`src/rtl/sdram_burst_sequencer.sv`:
```
// Turns write/read FIFO trigger requests into SDRAM burst commands and tracks a
// circular frame buffer in SDRAM through write/read pointers and a stored-word count.
module sdram_burst_sequencer #(
   parameter int ADDR_W    = 22,
   parameter int WR_BURST  = 256,
   parameter int RD_BURST  = 243,
   parameter int BUF_BASE  = 0,
   parameter int BUF_WORDS = 62208
) (
   input  logic              wfifo_wclk,
   input  logic              s_rst_n,
   input  logic              wr_trig,
   input  logic              rd_trig,
   input  logic              ref_busy,
   output logic              cmd_valid,
   input  logic              cmd_ready,
   output logic              cmd_write,
   output logic [ADDR_W-1:0] cmd_addr,
   output logic [8:0]        cmd_len,
   input  logic              sdr_wdata_req,
   output logic [15:0]       sdr_wdata,
   output logic              wfifo_rd_en,
   input  logic [15:0]       wfifo_rd_data,
   input  logic              sdr_rdata_vld,
   input  logic [15:0]       sdr_rdata,
   output logic              rfifo_wr_en,
   output logic [15:0]       rfifo_wr_data,
   output logic              busy,
   output logic              burst_done,
   output logic              ovf_err
);

   localparam int SW = ADDR_W + 1;
   localparam logic [SW-1:0] WR_B  = SW'(WR_BURST);
   localparam logic [SW-1:0] RD_B  = SW'(RD_BURST);
   localparam logic [SW-1:0] BUF_W = SW'(BUF_WORDS);
   localparam logic [8:0]    WR_L  = 9'(WR_BURST);
   localparam logic [8:0]    RD_L  = 9'(RD_BURST);

   localparam logic [2:0] ST_IDLE  = 3'd0;
   localparam logic [2:0] ST_WCMD  = 3'd1;
   localparam logic [2:0] ST_WDATA = 3'd2;
   localparam logic [2:0] ST_RCMD  = 3'd3;
   localparam logic [2:0] ST_RDATA = 3'd4;

   logic [2:0]    r_state;
   logic [SW-1:0] r_wr_ptr;
   logic [SW-1:0] r_rd_ptr;
   logic [SW-1:0] r_stored;
   logic [8:0]    r_cnt;
   logic          r_ovf;
   logic          r_burst_done;
   logic          r_rfifo_wr_en;
   logic [15:0]   r_rfifo_wr_data;

   logic          w_wr_room;
   logic          w_rd_avail;
   logic [SW-1:0] w_wr_sum;
   logic [SW-1:0] w_rd_sum;
   logic [SW-1:0] w_wr_ptr_nxt;
   logic [SW-1:0] w_rd_ptr_nxt;
   logic          w_pop;
   logic          w_push;
   logic          w_wr_end;
   logic          w_rd_end;

   always_comb begin
      // one guard bit so stored+WR_BURST cannot wrap before the room compare
      w_wr_room    = ({1'b0, r_stored} + {1'b0, WR_B}) <= {1'b0, BUF_W};
      w_rd_avail   = r_stored >= RD_B;
      w_wr_sum     = r_wr_ptr + WR_B;
      w_rd_sum     = r_rd_ptr + RD_B;
      w_wr_ptr_nxt = (w_wr_sum >= BUF_W) ? '0 : w_wr_sum;
      w_rd_ptr_nxt = (w_rd_sum >= BUF_W) ? '0 : w_rd_sum;
      w_pop        = (r_state == ST_WDATA) && sdr_wdata_req && (r_cnt < WR_L);
      w_push       = (r_state == ST_RDATA) && sdr_rdata_vld && (r_cnt < RD_L);
      w_wr_end     = (r_state == ST_WDATA) && (r_cnt == WR_L);
      w_rd_end     = w_push && (r_cnt == RD_L - 9'd1);
   end

   always_comb begin
      cmd_valid = 1'b0;
      cmd_write = 1'b0;
      cmd_addr  = '0;
      cmd_len   = '0;
      if (r_state == ST_WCMD) begin
         cmd_valid = 1'b1;
         cmd_write = 1'b1;
         cmd_addr  = ADDR_W'(BUF_BASE) + ADDR_W'(r_wr_ptr);
         cmd_len   = WR_L;
      end else if (r_state == ST_RCMD) begin
         cmd_valid = 1'b1;
         cmd_addr  = ADDR_W'(BUF_BASE) + ADDR_W'(r_rd_ptr);
         cmd_len   = RD_L;
      end
   end

   assign wfifo_rd_en   = w_pop;
   assign sdr_wdata     = wfifo_rd_data;
   assign rfifo_wr_en   = r_rfifo_wr_en;
   assign rfifo_wr_data = r_rfifo_wr_data;
   assign busy          = (r_state != ST_IDLE);
   assign burst_done    = r_burst_done;
   assign ovf_err       = r_ovf;

   always_ff @(posedge wfifo_wclk or negedge s_rst_n) begin
      if (!s_rst_n) begin
         r_state         <= ST_IDLE;
         r_wr_ptr        <= '0;
         r_rd_ptr        <= '0;
         r_stored        <= '0;
         r_cnt           <= '0;
         r_ovf           <= 1'b0;
         r_burst_done    <= 1'b0;
         r_rfifo_wr_en   <= 1'b0;
         r_rfifo_wr_data <= '0;
      end else begin
         r_burst_done  <= 1'b0;
         r_rfifo_wr_en <= w_push;
         if (w_push) r_rfifo_wr_data <= sdr_rdata;
         case (r_state)
            ST_IDLE: begin
               if (!ref_busy) begin
                  if (wr_trig && w_wr_room) begin
                     r_state <= ST_WCMD;
                  end else begin
                     if (wr_trig) r_ovf <= 1'b1;
                     if (rd_trig && w_rd_avail) r_state <= ST_RCMD;
                  end
               end
            end
            ST_WCMD: begin
               if (cmd_ready) begin
                  r_state <= ST_WDATA;
                  r_cnt   <= '0;
               end
            end
            ST_WDATA: begin
               if (w_wr_end) begin
                  r_state      <= ST_IDLE;
                  r_wr_ptr     <= w_wr_ptr_nxt;
                  r_stored     <= r_stored + WR_B;
                  r_burst_done <= 1'b1;
               end else if (w_pop) begin
                  r_cnt <= r_cnt + 9'd1;
               end
            end
            ST_RCMD: begin
               if (cmd_ready) begin
                  r_state <= ST_RDATA;
                  r_cnt   <= '0;
               end
            end
            ST_RDATA: begin
               if (w_push) begin
                  r_cnt <= r_cnt + 9'd1;
                  if (w_rd_end) begin
                     r_state      <= ST_IDLE;
                     r_rd_ptr     <= w_rd_ptr_nxt;
                     r_stored     <= r_stored - RD_B;
                     r_burst_done <= 1'b1;
                  end
               end
            end
            default: r_state <= ST_IDLE;
         endcase
      end
   end

endmodule

```
`config.mk`:
```
export PLATFORM = sky130hd
export DESIGN_NAME = sdram_burst_sequencer
export DESIGN_NICKNAME = d
export VERILOG_FILES = /design/src/rtl/sdram_burst_sequencer.sv
export SDC_FILE = /design/constraint.sdc
export NUM_CORES = 1
export LEC_CHECK = 0
export CAP_MARGIN = 10
export CORE_UTILIZATION = 40
export CTS_CLUSTER_SIZE = 12
export DETAILED_ROUTE_END_ITERATION = 8
export GPL_TIMING_DRIVEN = 1
export PLACE_DENSITY = 0.68
export SYNTH_ARGS = -nofsm -noshare
export SYNTH_HDL_FRONTEND = slang
export SYNTH_SLANG_ARGS = --single-unit
```
`constraint.sdc`:
```
create_clock -name wfifo_wclk -period 2.6 [get_ports wfifo_wclk]
set_input_delay 0.52 -clock wfifo_wclk [delete_from_list [all_inputs] [get_ports wfifo_wclk]]
set_output_delay 0.52 -clock wfifo_wclk [all_outputs]
set_load 0.02 [all_outputs]
```
==> flow_summary.toml, run 1 <==
[timing]
tightest_slew_ns = 0.610
worst_clock_skew_ns = 0.00855
slew_viol_final = 0
hold_viol = 0
relSlewSlack_pct = 59.3
rsz0062_at_grt = "yes"
setup_viol = 0
fin_crit_sh_pct = 99.7
fmaxAchievable_ghz = 0.386
fin_crit_ns = 2.59

[pwr]
total_power_uw = 4710
peakVddDrop_v = 0.000348
power_density_nw_per_um2 = 642
p_leak_uw = 0.00339

[logic_synthesis]
yosys_warnings = 0
syn-cell-area_um2 = 5810
ys_seq_area_share_pct = 39.6
synth_edf_count = 0
syn-instance-count = 683
synth_area_per_cell_um2 = 8.51
ys.flop_type = "dfrtp_1"
ys_seq_elements = 92
synthArstFlopShare_pct = 100
ys_types = 66

[floorplanning]
coreArea_um2 = 14000
ios = 110
die_h_um = 123
fp.dieW_um = 123
start_util_pct = 41.4
die-area_um2 = 15000
rows = 43

[route]
via_per_inst = 5.60
ant_nets = 0
post_drt_wl_per_cell_um = 15.4
drt_first_iter_violations = 470
post-route-drc-count = 0
first_pass_iters = 5
vias = 5299
routed_wl_um = 14600

[finish]
synthToLayoutAreaGrowth_pct = 26.4
final_common_cell = "nand2_1"
antenna_cells = 0
nets = 815
drive_gt1_share_pct = 14.6
design_area_um2 = 7350
layout_common_cells = "nand2_1, dfrtp_1, clkdlybuf4s50_1"

[worst_setup_path]
cp_data_arrival_time_ns = 2.88
worstSetupEndpointType = "register"
worstPathRequired_ns = 2.89
crit_path_max_fanout = 8
cp-start-kind = "register"
criticalPathCategory = "register to register"

[placed_design]
numPortBuffers = 75
gp_congestion = 0.886
hpwlAfterDp_um = 10300
place_area_um2 = 6820

[clock_network]
cts-htree-levels = 3
hold_buffers = 0
clock_latency_ns = 0.35
root_buffer = "clkbuf_16"
clock_path_buffers = 2
clkTransAtPathRegs_ns = 0.07
cts_made_buffers = 9
cts_tree = "built"
cts.sinks = 92

[grt]
overflow = 0
grt_antenna_before_repair = 0
grt_first_pass_wirelength_um = 23900
grt_pass1_vias = 5088
grt_max_degree = 48
track_usage_pct = 20.1

[run_status]
status = "finished, final reports clean"

[flow_run]
max-cap-violations = 0

[worst_hold_path]
hold_path_class = "primary input to async pin"
## kinds of logic (layout without fill, tap and decap cells)
group | Yosys count | count (layout) | share of synthesized area, %
AND/OR/NAND/NOR | 308 | 308 | 26.8
AO/OA/AOI/OAI | 133 | 133 | 15.8
flip-flops | 92 | 92 | 39.6
buffers and inverters | 90 | 173 | 7.71
XOR/XNOR | 30 | 30 | 4.52
multiplexers | 17 | 17 | 2.95
adder cells (fa/ha/maj) | 12 | 12 | 2.58
other | 1 | 2 | 0.0645
## through the flow
stage          setup TNS [ns]  setup WS (ns)  util, %  instances  hold WS, ns
2_1_floorplan               0         0.0435        -        684        0.224
6_report                    0        0.00728     52.3        947        0.186
3_5_place_dp           -0.554        -0.0817     48.5        922        0.458
3_3_place_gp                0         0.0371     48.5        922        0.450
4_1_cts              -0.00764       -0.00421     50.9        940        0.209
5_1_grt                -0.489        -0.0729     52.3        947        0.245
## flip-flops by register name, summed over array words and instances, names as in the netlist
signal and count:
r_rd_ptr 23, rfifo_wr_data 16, r_state 3, r_stored 23, burst_done 1, rfifo_wr_en 1, r_wr_ptr 15, r_cnt 9
ovf_err 1
## final timing paths
kind                              from            to  slack, ns  cells after the start
setup / recovery           r_rd_ptr[7]  r_rd_ptr[14]      0.007                      9
hold / removal                 s_rst_n  r_stored[18]       0.19                      1
setup reg to reg           r_rd_ptr[7]  r_rd_ptr[14]      0.007                      9
hold reg to reg                ovf_err       ovf_err       0.47                      1
max in group asynchronous      s_rst_n   r_rd_ptr[0]       1.76                      2
min in group wfifo_wclk        ovf_err       ovf_err       0.47                      1
## Yosys cell counts (17+ instances only)
| cell type | n | area share, % |
|---|---|---|
| clkbuf_1 | 33 | 2.1 |
| nand2_1 | 93 | 6.0 |
| nor2_1 | 63 | 4.1 |
| nand4_1 | 17 | 1.8 |
| o21ai_0 | 28 | 2.4 |
| inv_1 | 21 | 1.4 |
| nand3_1 | 24 | 2.1 |
| dfrtp_1 | 92 | 40 |
| xor2_1 | 19 | 2.9 |
| nor4_1 | 17 | 1.8 |
| and2_1 | 22 | 2.4 |
| a21oi_1 | 22 | 1.9 |
| buf_4 | 24 | 3.1 |
## where the power goes
part           internal, uW  switching [uW]  total, uW
Combinational           725             942       1670
Clock                   766             537       1300
Sequential             1610             132       1740
Total                  3100            1610       4710
## cell type report
| type | instances | area [um^2] |
|---|---|---|
| Clock buffer | 13 | 250 |
| Inverter | 23 | 90.1 |
| Fill cell | 1213 | 6700 |
| Clock inverter | 2 | 35.0 |
| Tap cell | 180 | 225 |
| Sequential cell | 92 | 2300 |
| Multi-Input combinational cell | 502 | 3190 |
| Timing Repair Buffer | 135 | 1260 |
## worst max-delay path, cell delays in order, from the launching register on
cell and delay [ns]:
dfrtp_1 0.38, or4_4 0.63, o211ai_4 0.27, buf_6 0.13, o21a_1 0.12, o22ai_2 0.09
or2_4 0.31, nor3_4 0.26, buf_12 0.16, a22o_1 0.15
## timing repair
action | 4_1_cts | 5_1_grt
setup endpoints to repair | 17 | 28
gates resized for setup | 5 | 41
pin swaps | 3 | 11
setup buffers | 3 | 7
## layer usage
layer  track usage [%]  vias to the layer above  part of all wire [%]
met4              8.69                        0                   2.1
met1              26.3                     2524                    45
met3              3.21                       30                   5.4
met2              32.8                      192                    48
met5                 0                        -                     0
li1                  -                     2553                     -
(Power assumes the default switching activity.)
==> run 2, diff against run 1 <==
CTS_CLUSTER_SIZE = 25   (was 12)
SLEW_MARGIN = 20   (was unset)
==> results of run 2 <==
The final DEF is identical to that of run 1; final timing and power are the same.
==> run 3, diff against run 2 <==
CELL_PAD_IN_SITES_DETAIL_PLACEMENT = 1   (was unset)
CELL_PAD_IN_SITES_GLOBAL_PLACEMENT = 2   (was unset)
CORE_UTILIZATION = 28   (was 40)
PLACE_DENSITY = 0.78   (was 0.68)
==> run 3 against run 2 <==
Net effect: setup slack gained 0.027 ns; clock power grew 5%; fmax grew 1.0%; critical path depth shrank 4; via count grew 1.9%; core utilization shrank 15 points.
==> flow_summary.toml, run 3 (same netlist as run 1, synthesis figures left out) <==
[run_status]
status = "finished, final reports clean"

[grt]
grt_first_pass_wirelength_um = 29900
overflow = 0
grt_max_degree = 48
track_usage_pct = 17.3
grt_pass1_vias = 5834
grt_antenna_before_repair = 0

[route]
drt_first_iter_violations = 254
via_per_inst = 5.15
vias = 5398
ant_nets = 0
post_drt_wl_per_cell_um = 16.9
first_pass_iters = 4
post-route-drc-count = 0
routed_wl_um = 17700

[timing]
setup_viol = 0
fin_crit_ns = 2.57
tightest_slew_ns = 0.654
fin_tns_setup_ns = 0
fin_hold_ws_ns = 0.192
fin_crit_sh_pct = 98.7
rsz0062_at_grt = "yes"
fmaxAchievable_ghz = 0.390
slew_viol_final = 0
worst_clock_skew_ns = 0.00981
relSlewSlack_pct = 56.4
hold_viol = 0

[worst_setup_path]
cp-start-kind = "register"
slowest_stage = "clkdlybuf4s50_1"
crit_path_cell_trace = "buf_6 > buf_6 > mux2i_2 > nor2_1 > clkdlybuf4s50_1"
crit_top_cell = "buf_6"
worstPathRequired_ns = 2.08
crit_path_max_fanout = 18
cp_data_arrival_time_ns = 2.05
worstSetupEndpointType = "output pin"
critical_path.max_stage_delay_ns = 0.54
criticalPathCategory = "register to output pin"

[clock_network]
cts-htree-levels = 3
hold_buffers = 0
cts.sinks = 92
root_buffer = "clkbuf_16"
cts_made_buffers = 9
clkTransAtPathRegs_ns = 0.07
clock_latency_ns = 0.35
clock_path_buffers = 2
cts_tree = "built"

[finish]
drive_gt1_share_pct = 16.0
layout_common_cells = "nand2_1, dfrtp_1, buf_4"
final_common_cell = "nand2_1"
synthToLayoutAreaGrowth_pct = 29.6
final_cells = 1049
final_core_util_pct = 37.1
antenna_cells = 0
fillers = 2388
nets = 827

[placed_design]
hpwlAfterDp_um = 13000
placed_cells = 1027
gp_congestion = 0.802
numPortBuffers = 75

[floorplanning]
coreArea_um2 = 20300
rows = 52
die_h_um = 146
fp.dieW_um = 146
start_util_pct = 28.6
die-area_um2 = 21300
ios = 110

[pwr]
peakVddDrop_v = 0.000433
p_switching_uw = 1760
p_leak_uw = 0.00341
power_frac_comb_pct = 35.8
power_density_nw_per_um2 = 646
switching_share_pct = 36.1
p_int_uw = 3110
seq_power_share_pct = 36.0
total_power_uw = 4860
power.share.clock_pct = 28.2

[worst_hold_path]
hold_path_class = "primary input to async pin"

[flow_run]
max-cap-violations = 0
-- run 3: final timing paths --
kind / from / to / slack [ns] / cells past startpoint
setup / recovery: r_state[1] / cmd_addr[8] / 0.03 / 5
hold / removal: s_rst_n / r_stored[16] / 0.19 / 1
setup reg to reg: r_rd_ptr[4] / r_rd_ptr[9] / 0.04 / 7
hold reg to reg: rfifo_wr_data[8] / rfifo_wr_data[8] / 0.48 / 2
max in group asynchronous: s_rst_n / r_rd_ptr[4] / 1.69 / 2
min in group wfifo_wclk: rfifo_wr_data[8] / rfifo_wr_data[8] / 0.48 / 2
-- run 3: per-stage QoR --
step	cell area (um^2)	worst slack [ns]
detailed placement	7040	-0.142
global route	7530	-0.0687
CTS	7380	-0.0434
floorplan	5820	0.0435
finish	7530	0.0339
global placement	7040	-0.0218
-- run 3: what timing repair did --
item	4_1_cts	5_1_grt
gates resized for setup	22	30
endpoints found under the hold margin	0	0
cloned	0	0
setup buffers	2	5
endpoints found under the setup margin	38	28
pin swaps	3	8
-- run 3: final cells by class --
class	count	area (um^2)	area share, %
Inverter	23	87.6	1.16
Multi-Input combinational cell	502	3180	42.2
Clock inverter	5	60.1	0.797
Timing Repair Buffer	147	1330	17.6
Tap cell	270	338	4.49
Clock buffer	10	239	3.17
Sequential cell	92	2300	30.6
-- run 3: power by group through the flow --
stage / Combinational [uW] / Sequential, uW / Clock, uW
6_report: 1740 / 1750 / 1370
5_1_grt: 1890 / 1780 / 1460
4_1_cts: 1740 / 1750 / 1420
3_5_place_dp: 1750 / 1760 / 0
3_3_place_gp: 1700 / 1750 / 0
2_1_floorplan: 854 / 1900 / 0
-- run 3: layer usage --
layer	up-vias	part of all wire (%)	track usage, %
li1	2565	-	-
met1	2733	47	22.7
met2	84	49	29.2
met3	16	2.9	2.63
met4	0	1.3	5.26
met5	-	0	0
-- run 3: critical path: cells and delay by family, from the launching register on --
| family | cells | cell delay (ns) |
|---|---|---|
| buffers and inverters | 3 | 0.95 |
| DFF | 1 | 0.37 |
| muxes | 1 | 0.31 |
| and+or+nand+nor | 1 | 0.08 |
